--- src/rtl/turbo_iter_sched.sv ---
// Iteration scheduler for a 7-symbol turbo decoder. It buffers one block of extrinsic LLRs
// and replays it through the interleave order (phase 0) or the deinterleave order (phase 1).
module turbo_iter_sched #(
    parameter int W        = 8,
    parameter int MAX_ITER = 4,
    parameter int ITER_W   = 4
) (
    input  logic              clk_p_i,
    input  logic              reset_p_i,
    input  logic              start_i,
    input  logic              early_stop_i,
    input  logic              in_valid_i,
    output logic              in_ready_o,
    input  logic [W-1:0]      in_data_i,
    output logic              out_valid_o,
    input  logic              out_ready_i,
    output logic [W-1:0]      out_data_o,
    output logic              out_last_o,
    output logic              phase_o,
    output logic [ITER_W-1:0] iter_o,
    output logic              busy_o,
    output logic              done_o
);

    typedef enum logic [1:0] {IDLE, FILL, DRAIN, DONE} state_t;

    state_t              state_q, state_d;
    logic [2:0]          wr_q, wr_d, rd_q, rd_d;
    logic                phase_q, phase_d;
    logic [ITER_W-1:0]   iter_q, iter_d, iter_inc;
    logic [W-1:0]        buf_q [7];
    logic                in_fire, out_fire;

    // Read-side address map; D is the inverse of I, so phase 1 undoes phase 0.
    function automatic logic [2:0] perm(input logic ph, input logic [2:0] idx);
        logic [2:0] r;
        r = 3'd6;
        if (!ph) begin
            case (idx)
                3'd0: r = 3'd1;
                3'd1: r = 3'd4;
                3'd2: r = 3'd2;
                3'd3: r = 3'd5;
                3'd4: r = 3'd3;
                3'd5: r = 3'd0;
                default: r = 3'd6;
            endcase
        end else begin
            case (idx)
                3'd0: r = 3'd5;
                3'd1: r = 3'd0;
                3'd2: r = 3'd2;
                3'd3: r = 3'd4;
                3'd4: r = 3'd1;
                3'd5: r = 3'd3;
                default: r = 3'd6;
            endcase
        end
        return r;
    endfunction

    assign in_ready_o  = (state_q == FILL);
    assign out_valid_o = (state_q == DRAIN);
    assign out_last_o  = (state_q == DRAIN) && (rd_q == 3'd6);
    assign out_data_o  = (state_q == DRAIN) ? buf_q[perm(phase_q, rd_q)] : '0;
    assign phase_o     = phase_q;
    assign iter_o      = iter_q;
    assign busy_o      = (state_q != IDLE);
    assign done_o      = (state_q == DONE);

    assign in_fire  = in_valid_i && in_ready_o;
    assign out_fire = out_valid_o && out_ready_i;
    assign iter_inc = iter_q + 1'b1;

    always_comb begin
        state_d = state_q;
        wr_d    = wr_q;
        rd_d    = rd_q;
        phase_d = phase_q;
        iter_d  = iter_q;
        case (state_q)
            IDLE: begin
                if (start_i) begin
                    state_d = FILL;
                    phase_d = 1'b0;
                    iter_d  = '0;
                    wr_d    = 3'd0;
                    rd_d    = 3'd0;
                end
            end
            FILL: begin
                if (in_fire) begin
                    wr_d = wr_q + 3'd1;
                    if (wr_q == 3'd6) begin
                        state_d = DRAIN;
                        wr_d    = 3'd0;
                        rd_d    = 3'd0;
                    end
                end
            end
            DRAIN: begin
                if (out_fire) begin
                    rd_d = rd_q + 3'd1;
                    if (rd_q == 3'd6) begin
                        rd_d = 3'd0;
                        if (!phase_q) begin
                            phase_d = 1'b1;
                            state_d = FILL;
                            wr_d    = 3'd0;
                        end else begin
                            iter_d = iter_inc;
                            if (iter_inc == ITER_W'(MAX_ITER) || early_stop_i) begin
                                state_d = DONE;
                            end else begin
                                phase_d = 1'b0;
                                state_d = FILL;
                                wr_d    = 3'd0;
                            end
                        end
                    end
                end
            end
            default: state_d = IDLE;
        endcase
    end

    always_ff @(posedge clk_p_i) begin
        if (reset_p_i) begin
            state_q <= IDLE;
            wr_q    <= 3'd0;
            rd_q    <= 3'd0;
            phase_q <= 1'b0;
            iter_q  <= '0;
        end else begin
            state_q <= state_d;
            wr_q    <= wr_d;
            rd_q    <= rd_d;
            phase_q <= phase_d;
            iter_q  <= iter_d;
        end
    end

    // Buffer contents are don't-care after reset, so no reset term here.
    always_ff @(posedge clk_p_i) begin
        if (in_fire) buf_q[wr_q] <= in_data_i;
    end

endmodule

--- config.mk ---
export PLATFORM = sky130hd
export DESIGN_NAME = turbo_iter_sched
export DESIGN_NICKNAME = d
export VERILOG_FILES = /design/src/rtl/turbo_iter_sched.sv
export SDC_FILE = /design/constraint.sdc
export NUM_CORES = 1
export LEC_CHECK = 0
export BUFFER_PORTS_ARGS = -buffer_cell sky130_fd_sc_hd__buf_2
export CAP_MARGIN = 20
export CORE_MARGIN = 2
export CORE_UTILIZATION = 41
export CTS_CLUSTER_DIAMETER = 80
export CTS_CLUSTER_SIZE = 12
export DETAILED_ROUTE_END_ITERATION = 16
export HOLD_SLACK_MARGIN = 0.03
export PLACE_DENSITY_LB_ADDON = 0.25
export REMOVE_ABC_BUFFERS = 1
export SETUP_SLACK_MARGIN = 0.05
export SYNTH_ARGS = -nofsm -noshare
export SYNTH_HDL_FRONTEND = slang
export SYNTH_SLANG_ARGS = --single-unit
--- constraint.sdc ---
create_clock -name clk_p_i -period 4.7 [get_ports clk_p_i]
set_input_delay 0.705 -clock clk_p_i [delete_from_list [all_inputs] [get_ports clk_p_i]]
set_output_delay 0.705 -clock clk_p_i [all_outputs]
set_load 0.1 [all_outputs]
# After elaboration in Yosys (flattened, before gate mapping)

Memory sizes are Yosys's and may differ from the RTL's.
Cells that the tools add are included.

Bits in registers: 13
RAM bits: 56
Output and inout bits: 18
Memories kept: 1

$add $sub $neg: 3
Eq/ne operators: 18
Multiplexer cells: 38
Reduce and logical (&&, ||, !) cells: 14

Memories:

| memory | words | width | read ports | clocked after memory_dff | wr ports | line | text |
|---|---|---|---|---|---|---|---|
| buf_q  | 7     | 8     | 1          | 0                        | 1        | 31   | `logic [W-1:0] buf_q [7];` |

Operator list:

| kind                  | number |
|---|---|
| $mux W3               | 12 |
| $pmux W3 S6           | 2 |
| $pmux W3 S3           | 2 |
| $mux W4               | 4 |
| $reduce_and A5 Y1     | 3 |
| $mux W2               | 7 |
| $eq A3 B3 Y1 const B  | 4 |
| $ne A2 B1 Y1 const B  | 5 |
| $mux W8               | 1 |
| $pmux W4 S2           | 1 |
| $mux W1               | 7 |
| $add A3 B1 Y3 const B | 2 |
| $eq A3 B2 Y1 const B  | 2 |
| $pmux W2 S3           | 1 |
| $reduce_and A6 Y1     | 1 |
| $add A4 B1 Y4 const B | 1 |
| $eq A2 B2 Y1 const B  | 2 |
| $eq A4 B3 Y1 const B  | 1 |
| $reduce_and A4 Y1     | 1 |
| $reduce_bool A2 Y1    | 2 |
| $eq A3 B1 Y1 const B  | 1 |
| $logic_and A1 B1 Y1   | 3 |
| $logic_not A3 Y1      | 1 |
| $ne A3 B3 Y1 const B  | 1 |
| other kinds (6)       | 6 |

# Logic depth before layout (Yosys ltp)

Depth after elaboration: 8
Depth in mapped cells: 9

# Worst setup path before layout

No wires, ideal clock.

Path kind: reg2out
From: register phase_q (netlist: phase_o)
To: output out_data_o[0]
Arrival: 3.328 ns
Data required time: 3.995 ns
Slack: 0.667 ns
Cell stages (with the launch flop): 7
Path buffers: 1
Path through: dfxtp_1 buf_2 nor2_1 a2bb2oi_1 a2bb2oi_1 o21ai_0 a211oi_2

Longest elaborated chain between the ends: 3

RTL lines:

| element                | line | text |
|---|---|---|
| from (decl)            | 29   | `logic phase_q, phase_d;` |
| from (signal assigned) | 138  | `phase_q <= phase_d;` |
| $mux W3                | 38   | `if (!ph) begin` |
| $mem_v2 Z7 W8          | -    |  |
| $mux W8                | 65   | `assign out_data_o = (state_q == DRAIN) ? buf_q[perm(phase_q, rd_q)] : '0;` |
| to (decl)              | 17   | `output logic [W-1:0] out_data_o,` |

Every way passes these cells.

# Worst setup path after layout

From: register rd_q[1]
To: output out_data_o[5]

Longest elaborated chain between the ends: 5

RTL lines:

| element                                    | line   | text |
|---|---|---|
| from (decl)                                | 28     | `logic [2:0] wr_q, wr_d, rd_q, rd_d;` |
| from (signal assigned)                     | 137    | `rd_q <= rd_d;` |
| $eq A3 B3 Y1, or another cell as far along | 39, 49 |  |
| $pmux W3 S6, on equally long branches      | 39, 49 |  |
| $mux W3 (*)                                | 38     |  |
| $mem_v2 Z7 W8 (*)                          | -      |  |
| $mux W8 (*)                                | 65     |  |

Mark *: on every way between the ends. The rest lies on a longest branch, timed or not.

==> key figures <==
Clocking
  • Hold-fix buffers, CTS: 0
  • Max clock buf depth: 2
  • Post-CTS Setup Inserts: 0
  • Post-cts sizing count: 0
  • Clock Latency Late Sink: 0.34 ns
  • H-tree levels: 3
  • Inserted Clock Buffers: 9
  • CTS tree: built
  • Root Buffer: clkbuf_8
  • Clk sinks: 69
  • Clock transition at path regs: 0.09 ns

Detailed routing
  • Pre-antenna DRT Iters: 4
  • 1st-iter DRT viols: 76
  • Vias: roughly 2,000
  • Final ANT Viol Nets: 0
  • Post-DR wirelength/cell: 16.2 um
  • Routed WL: approximately 6.3 mm
  • Drc violations: 0
  • Vias per cell: 5.20

Timing
  • Fmax: 250 MHz
  • RSZ-0062 raised after global routing: false
  • Post-route setup TNS: 0 ns
  • Clock skew: 0.0146 ns
  • Endpoints failing hold: 0
  • Final period utilization: 0.852
  • Worst-margin pin slew: ~1.1 ns
  • Final min period: roughly 4.0 ns
  • # setup viols final: 0
  • Min Hold Slack: 0.506 ns
  • Max Slew Vio Count: 0
  • Relative max-transition margin: 0.275

Global routing
  • First-pass GRT wire length: 9.92 mm
  • Initial antenna violation count: 0
  • Number of global-route vias before repair: 1,920
  • Global route overflow: 0
  • GRT Overall Usage: 0.159
  • Largest net degree at the start of global routing: 25

Placed design
  • Port buffer count: 31
  • Routability congestion estimate: 0.766
  • Placed inst area: 0.00339 mm2
  • DP Wirelength: 3.95 mm
  • DP Cell Count: 369

Finish
  • Util after Layout: 0.494
  • Antenna diode count: 0
  • Final nets: 298
  • P&R area growth vs syn: 14.8%
  • Commonest non-fill, non-tap cells in the layout: edfxtp_1 (56), buf_2 (31), nand2_1 (24), nor2_1 (20), mux2i_1 (19)
  • Finished Cell Area: 0.00362 mm2
  • Final non-filler cell total: around 390
  • Fillers: between 600 and 700
  • Commonest non-fill, non-tap cell in the layout: edfxtp_1
  • Share of cells above drive strength 1: 0.237

Critical path
  • Flop2flop setup slack: 2.46 ns
  • R2R Path End: buf_q[6][6]
  • Reg2Reg Depth: 3
  • CP endpoint kind: output pin
  • Max FO, Critical Path: 15
  • WP data arrival: approximately 3.3 ns
  • CP Class: reg -> out
  • Critical path data required time: 3.99 ns
  • Reg-to-reg critical path startpoint: state_q[1]
  • Startpoint Class: flip-flop

Status
  • Status: complete, no violations

Synthesis
  • Register area share after synthesis: 0.616
  • Synth Area in Compound Gates: 0.154
  • Mapped cell area: 0.00315 mm2
  • Mean Syn Cell Area: 12.8 um2
  • Main combinational cell family by area after synthesis: compound AO/OA/AOI/OAI gates
  • Synth Instances: roughly 250
  • Syn. warnings: 0
  • Post-synthesis simple-gate area fraction: 0.120
  • Multiplexer area fraction after synthesis: 0.0603
  • Synth Flop Type: edfxtp_1
  • Synth Register Bits: 69
  • Number of synthesized flops with an enable pin: 56
  • Post-Synth XOR/XNOR Area: 0.0111
  • Netlist cell types: 49
  • Synth Area in Adders: 0.00794
  • Ys async rst share: 0

Min path
  • Min-delay src: iter_o[1]
  • Hold path depth: 2
  • Hold path endpoint: iter_o[1]
  • HP Class: reg -> reg

Power and ir drop
  • P_leak: between 1 and 1.5 nW
  • Peak supply drop: 154 uV
  • Power Dens Cells: 355 mW/mm2

Die
  • Effective utilization at floorplan: 0.430
  • IO Pins: 32
  • Core area: 0.00733 mm2
  • Die Y: 91.7 um
  • Die area: 0.00841 mm2
  • Die Wd: just over 90 um
  • Row count: 31

Job
  • Max-Cap Viols: 0
[cell type report]
type | count | area, um2 | share of cell area
repair buffers | 35 | 185 | 0.0511
multi-input cells | 159 | 1110 | 0.307
inverters | 8 | 30.0 | 0.00829
well taps | 99 | 124 | 0.0342
clock inverters | 7 | 104 | 0.0287
flip-flops and latches | 69 | 1940 | 0.536
clock buffers | 9 | 124 | 0.0342
[logic make-up (layout without fill, tap and decap cells)]
kind of cell / count (synthesis) / count (layout)
AOI/OAI and AO/OA: 59 / 59
xor gates and xnor gates: 4 / 4
adders and majority gates: 2 / 2
buffers and inverters: 18 / 59
DFF: 69 / 69
muxes: 19 / 19
and+or+nand+nor: 75 / 75
[layer usage]
metal	track usage	routed length, um	vias to the layer above
met5	0	0	-
met4	0.0684	102	0
met3	0.0419	294	10
met2	0.246	2890	33
met1	0.212	2970	958
li1	-	-	1007
[flip-flops by register name (all words and copies together) (netlist names)]
signal / cells
phase_o: 1
rd_q: 3
buf_q: 56
wr_q: 3
iter_o: 4
state_q: 2
[per-stage QoR]
| step | setup slack, ns | power, mW |
|---|---|---|
| floorplan | 0.373 | 0.731 |
| global placement | 1.16 | 0.752 |
| detailed placement | 1.00 | 0.753 |
| CTS | 0.612 | 1.29 |
| global route | 0.315 | 1.33 |
| finish | 0.695 | 1.29 |
[worst max-delay path, stage by stage, from the launching register on]
cell	delay, ns
dfxtp_1	0.66
and2_1	0.20
ha_1	0.25
nand2b_1	0.18
o21ai_0	0.10
a2bb2oi_1	0.65
o21ai_0	0.23
a211oi_2	0.22
buf_2	0.45
[cell usage after synthesis (3+ instances only)]
library cell	n	area (um2)
a211oi_2	8	100
a21oi_1	10	50.1
a32o_1	8	80.1
buf_2	4	20.0
buf_6	3	33.8
dfxtp_1	13	260
edfxtp_1	56	1680
inv_1	6	22.5
mux2i_1	19	190
nand2_1	24	90.1
nand2b_1	4	25.0
nand3_1	3	15.0
nand3b_1	3	22.5
nor2_1	20	75.1
nor3_1	4	20.0
nor3b_1	3	22.5
o21ai_0	15	75.1
xor2_1	3	26.3
[power breakdown]
part           internal [mW]  switching [mW]  total, mW
Sequential             0.667         0.00535      0.672
Clock                  0.307           0.240      0.547
Combinational         0.0190          0.0477     0.0667
Total                  0.993           0.293       1.29
[how the worst max path moves through the flow]
stage	end	slack, ns	start	cells past startpoint
floorplan	out_data_o[6]	0.37	phase_o	5
global placement	out_data_o[0]	1.16	rd_q[1]	8
detailed placement	out_data_o[2]	1.00	rd_q[1]	8
CTS	out_data_o[5]	0.61	rd_q[1]	8
global route	out_data_o[4]	0.31	rd_q[1]	8
finish	out_data_o[5]	0.70	rd_q[1]	8
Power figures use the tool's default switching activity.
